==> config.mk <==
export PLATFORM = sky130hd
export DESIGN_NAME = sctag_vuad_errlog
export DESIGN_NICKNAME = d
export VERILOG_FILES = /design/src/rtl/sctag_vuad_errlog_pkg.sv /design/src/rtl/sctag_vuad_errlog_cnt.sv /design/src/rtl/sctag_vuad_errlog.sv
export SDC_FILE = /design/constraint.sdc
export NUM_CORES = 1
export LEC_CHECK = 0
export BUFFER_PORTS_ARGS = -buffer_cell sky130_fd_sc_hd__buf_2
export CAP_MARGIN = 15
export CORE_MARGIN = 4
export CORE_UTILIZATION = 40
export DETAILED_ROUTE_END_ITERATION = 10
export PLACE_DENSITY = 0.6
export SLEW_MARGIN = 40
export SYNTH_ARGS = -nofsm -noshare
export SYNTH_HDL_FRONTEND = slang
export SYNTH_HIERARCHICAL = 1
export SYNTH_SLANG_ARGS = --single-unit
export TNS_END_PERCENT = 5
==> constraint.sdc <==
create_clock -name rclk -period 2.23 [get_ports rclk]
set_clock_uncertainty 0.1 [all_clocks]
set_input_delay 0.223 -clock rclk [delete_from_list [all_inputs] [get_ports rclk]]
set_output_delay 0.223 -clock rclk [all_outputs]
set_load 0.02 [all_outputs]
==> src/rtl/sctag_vuad_errlog_pkg.sv <==
// rtl/sctag_vuad_errlog_pkg.sv - shared types and constants for the VUAD parity error logger
package sctag_vuad_errlog_pkg;

    localparam int SYN_VLD = 3;
    localparam int SYN_DRT = 2;
    localparam int SYN_USD = 1;
    localparam int SYN_ALC = 0;

    localparam int REC_IDX_W = 10;

    typedef enum logic {
        IDLE = 1'b0,
        REQ  = 1'b1
    } errlog_state_t;

    typedef struct packed {
        logic [3:0]           syn;
        logic [REC_IDX_W-1:0] idx;
        logic                 vd;
        logic                 ua;
    } errlog_rec_t;

    function automatic logic syn_vd(input logic [3:0] s);
        return s[SYN_VLD] | s[SYN_DRT];
    endfunction

    function automatic logic syn_ua(input logic [3:0] s);
        return s[SYN_USD] | s[SYN_ALC];
    endfunction

endpackage

==> src/rtl/sctag_vuad_errlog_cnt.sv <==
// rtl/sctag_vuad_errlog_cnt.sv - saturating event counter, cleared only by reset
module sctag_vuad_errlog_cnt #(
    parameter int W = 8
) (
    input  logic         clk,
    input  logic         rst,
    input  logic         inc,
    output logic [W-1:0] cnt
);

    always_ff @(posedge clk) begin
        if (rst) begin
            cnt <= '0;
        end else if (inc && (cnt != {W{1'b1}})) begin
            cnt <= cnt + 1'b1;
        end
    end

endmodule

==> src/rtl/sctag_vuad_errlog.sv <==
// rtl/sctag_vuad_errlog.sv - VUAD parity error classifier/logger; SCTAG_VUAD_ERRLOG_INJ_EN adds error injection
module sctag_vuad_errlog
    import sctag_vuad_errlog_pkg::*;
#(
    parameter int IDX_W = 10,
    parameter int CNT_W = 8
) (
    input  logic             rclk,
    input  logic             rst,
    input  logic [3:0]       vuad_syndrome_c9,
    input  logic             vuad_rd_vld_c9,
    input  logic [IDX_W-1:0] vuad_idx_c9,
`ifdef SCTAG_VUAD_ERRLOG_INJ_EN
    input  logic             errinj_arm,
    input  logic [3:0]       errinj_mask,
`endif
    input  logic             csr_err_ack,
    output logic             errlog_req,
    output logic             errlog_vd_err,
    output logic             errlog_ua_err,
    output logic [3:0]       errlog_syndrome,
    output logic [IDX_W-1:0] errlog_idx,
    output logic             errlog_ovf,
    output logic [CNT_W-1:0] errlog_cnt,
    output logic             errlog_fatal
);

    logic [3:0] syn_eff;

`ifdef SCTAG_VUAD_ERRLOG_INJ_EN
    logic       inj_armed;
    logic [3:0] inj_mask;

    // A fresh arm takes priority, so an arm coinciding with a read lands on a later read.
    always_ff @(posedge rclk) begin
        if (rst) begin
            inj_armed <= 1'b0;
            inj_mask  <= 4'b0;
        end else if (errinj_arm) begin
            inj_armed <= 1'b1;
            inj_mask  <= errinj_mask;
        end else if (inj_armed && vuad_rd_vld_c9) begin
            inj_armed <= 1'b0;
        end
    end

    assign syn_eff = vuad_syndrome_c9 ^ (inj_armed ? inj_mask : 4'b0);
`else
    assign syn_eff = vuad_syndrome_c9;
`endif

    logic             c10_vld;
    logic [3:0]       c10_syn;
    logic [IDX_W-1:0] c10_idx;

    always_ff @(posedge rclk) begin
        if (rst) begin
            c10_vld <= 1'b0;
            c10_syn <= 4'b0;
            c10_idx <= '0;
        end else begin
            c10_vld <= vuad_rd_vld_c9 & (|syn_eff);
            c10_syn <= syn_eff;
            c10_idx <= vuad_idx_c9;
        end
    end

    errlog_state_t state;
    errlog_rec_t   rec;
    errlog_rec_t   rec_new;

    always_comb begin
        rec_new     = '0;
        rec_new.syn = c10_syn;
        rec_new.idx = REC_IDX_W'(c10_idx);
        rec_new.vd  = syn_vd(c10_syn);
        rec_new.ua  = syn_ua(c10_syn);
    end

    always_ff @(posedge rclk) begin
        if (rst) begin
            state      <= IDLE;
            rec        <= '0;
            errlog_req <= 1'b0;
            errlog_ovf <= 1'b0;
        end else begin
            case (state)
                IDLE: begin
                    if (c10_vld) begin
                        rec        <= rec_new;
                        errlog_ovf <= 1'b0;
                        errlog_req <= 1'b1;
                        state      <= REQ;
                    end
                end
                REQ: begin
                    if (csr_err_ack) begin
                        // Event arriving with the ack becomes the next record immediately.
                        if (c10_vld) begin
                            rec        <= rec_new;
                            errlog_ovf <= 1'b0;
                        end else begin
                            errlog_req <= 1'b0;
                            state      <= IDLE;
                        end
                    end else if (c10_vld) begin
                        errlog_ovf <= 1'b1;
                    end
                end
                default: begin
                    state      <= IDLE;
                    errlog_req <= 1'b0;
                end
            endcase
        end
    end

    always_ff @(posedge rclk) begin
        if (rst) begin
            errlog_fatal <= 1'b0;
        end else if (c10_vld && syn_vd(c10_syn)) begin
            errlog_fatal <= 1'b1;
        end
    end

    sctag_vuad_errlog_cnt #(
        .W (CNT_W)
    ) u_cnt (
        .clk (rclk),
        .rst (rst),
        .inc (c10_vld),
        .cnt (errlog_cnt)
    );

    assign errlog_vd_err   = rec.vd;
    assign errlog_ua_err   = rec.ua;
    assign errlog_syndrome = rec.syn;
    assign errlog_idx      = IDX_W'(rec.idx);

endmodule

==> impl_metrics.toml <==
[yosys]
synth_area_per_cell_um2 = 10.6
ys_top_cells_by_area = "dfxtp_1, nand3_2, nor2b_1"
synth_top_cells_by_count = "dfxtp_1, a21oi_1, nor2b_1"
synth_top_area_share_pct = 48.3
post-synth-top-count-cell = "dfxtp_1"
synth-seq-cells = 43
synth_nets = 187
yosysWarningCount = 6
syn_area_mm2 = 0.00178
synth-edff-count = 0
synthFlopType = "dfxtp_1"
yosysTopAreaCell = "dfxtp_1"
syn_inst = 168
yosysUniqueCellTypes = 42
async_reset_ff_share_pct = 0
ys_seq_area_share_pct = 48.3

[critical_path]
crit_type = "flip-flop to flip-flop"
arrival_ns = 1.67
crit_path_cell_trace = "ha_1 -> and3_4 -> a21boi_4 -> mux2_4"
cp-end-kind = "flip-flop"
cp_top_family = "flip-flops"
crit_path_start_kind = "flip-flop"
reg2reg_setup_slack_ns = 0.65
crit_required_ns = 2.32
cp_max_fo = 6
path_depth = 4
worst-path-buf-inv = 0
critPathMaxStageDelay_ns = 0.36
worstRegToRegCells = 4
cpMaxStageDelayCell = "dfxtp_1"

[cells_and_area]
layout.nets = 230
final_area_mm2 = 0.00208
multi_input_area_um2 = 788
seq_area_um2 = 861
areaGrowthSynthToFinish_pct = 17.0
fillers = 417
n_antenna_cell = 0
fin_util_pct = 50.3
fin_cells = 262
drive_above_1_share_pct = 43.9

[pwr]
vdd_drop_max_v = 0.000405
leakage_nw = 0.832
powerDensity_mw_per_mm2 = 759
power_mw = 1.58

[placement]
port_buffers = 44
dpl_cell_area_mm2 = 0.00197
gp_congestion = 0.847
dp_hpwl_mm = 2.71
dp.cells = 254

[sta]
finalCritPeriodShare_pct = 70.9
tightest_slew_ns = 0.420
rsz0062_at_grt = "false"
fmax_mhz = 633
min_period_ns = 1.58
setup_viol = 0
finalSetupTns_ns = 0
slew_viol_final = 0
max_slew_margin_pct = 71.9
finalHoldViolations = 0

[route]
wl_mm = 3.89
post_drt_wl_per_cell_um = 14.8
first_iter_violations = 39
drtPass1Iterations = 4
ant_nets = 0
vias = 1410
drcViolationCount = 0
viasPerCell = 5.38

[global_routing]
grt_max_degree = 30
grtUsageTotal_pct = 15.7
globalRouteOverflowTotal = 0
grt_util_met2_pct = 25.7
busiest_layer = "met2"
use_met3_pct = 5.21
met1_usage_pct = 19.1
grt_pass1_wl_mm = 6.64
grt_antenna_before_repair = 0
grt_pass1_vias = 1438

[clock_tree]
cts_resized = 0
cts_hold_buf = 0
cts_buffer_depth = 2
cts_setup_buffers = 0
clkTransAtPathRegs_ns = 0.08
cts.sinks = 43
cts_buffers = 5
worstSkewPairLatency_ns = 0.29
cts_tree = "yes"
cts_max_level = 2
ctsRootBufferMaster = "clkbuf_8"

[min_path]
holdPathStages = 2
hold_class = "primary input to flip-flop"

[die]
ios = 45
dieArea_mm2 = 0.00558
initial_core_util_pct = 43.0
die-width_um = 74.7
rows = 23
core-area_mm2 = 0.00414
die_y_um = 74.7

[flow_run]
cap_violations = 0

[run_status]
status = "finished, final reports clean"
metrics by stage:
| stage | hold WS (ns) | setup WS, ns |
|---|---|---|
| after floorplan | 0.195 | 0.683 |
| after global placement | 0.331 | 0.748 |
| after detailed placement | 0.336 | 0.698 |
| after CTS | 0.0196 | 0.669 |
| after global routing | 0.0282 | 0.604 |
| final | 0.0343 | 0.649 |
routing by layer:
layer	up-vias	part of all wire (%)	wire length (um)
met2	42	48	1860
met1	676	44	1700
li1	686	-	-
met4	0	1.7	65
met3	6	6.7	261
met5	-	0	0
flip-flops by register name (all words and copies together), names as in the netlist:
signal / count
errlog_fatal: 1
errlog_ovf: 1
c10_vld: 1
errlog_ua_err: 1
errlog_syndrome: 4
c10_syn: 4
errlog_vd_err: 1
errlog_req: 1
state: 1
c10_idx: 10
u_cnt/cnt: 8
errlog_idx: 10
cells by family after synthesis:
logic type                 count (synthesis)  synth area share [%]
AOI/OAI and AO/OA                         50                  20.5
adders and majority gates                  1                 0.703
buffers and inverters                     14                  7.38
DFF                                       43                  48.3
muxes                                      2                  1.41
and+or+nand+nor                           58                  21.6
power breakdown:
part / total (mW) / internal [mW] / switching (mW)
clock network: 0.619 / 0.362 / 0.257
logic: 0.142 / 0.0560 / 0.0862
registers: 0.819 / 0.799 / 0.0206
cells in the final DEF (no fill, tap or decap), types with 2 or more instances in the layout:
cell	count
a211oi_1	2
a21oi_1	15
a21oi_2	9
a311oi_1	2
and4_1	2
buf_2	44
buf_4	3
clkbuf_8	6
dfxtp_1	43
inv_1	2
nand2_1	5
nand2b_1	2
nand3_1	7
nand3_2	9
nand4_1	2
nor2_1	5
nor2b_1	14
nor3_1	3
nor3_2	2
o21ai_1	5
o21ai_2	9
o21bai_1	2
worst register-to-register path, cell delays in order, from the launching register on:
cell	delay [ns]
dfxtp_1	0.36
ha_1	0.28
and3_4	0.23
a21boi_4	0.19
mux2_4	0.31
final cells by class:
type	instances	share of cell area (%)
flip-flops and latches	43	41.3
multi-input cells	111	37.8
repair buffers	47	11.7
clock buffers	6	3.96
well taps	50	3.00
clock inverters	2	1.68
inverters	3	0.541
worst paths after layout:
path | startpoint | endpoint
worst min-delay path | vuad_idx_c9[7] | c10_idx[7]
worst max register to register | u_cnt/cnt[0] | u_cnt/cnt[0]
worst min register to register | c10_idx[9] | errlog_idx[9]
worst max-delay path | u_cnt/cnt[0] | u_cnt/cnt[0]
(Power assumes the default switching activity.)
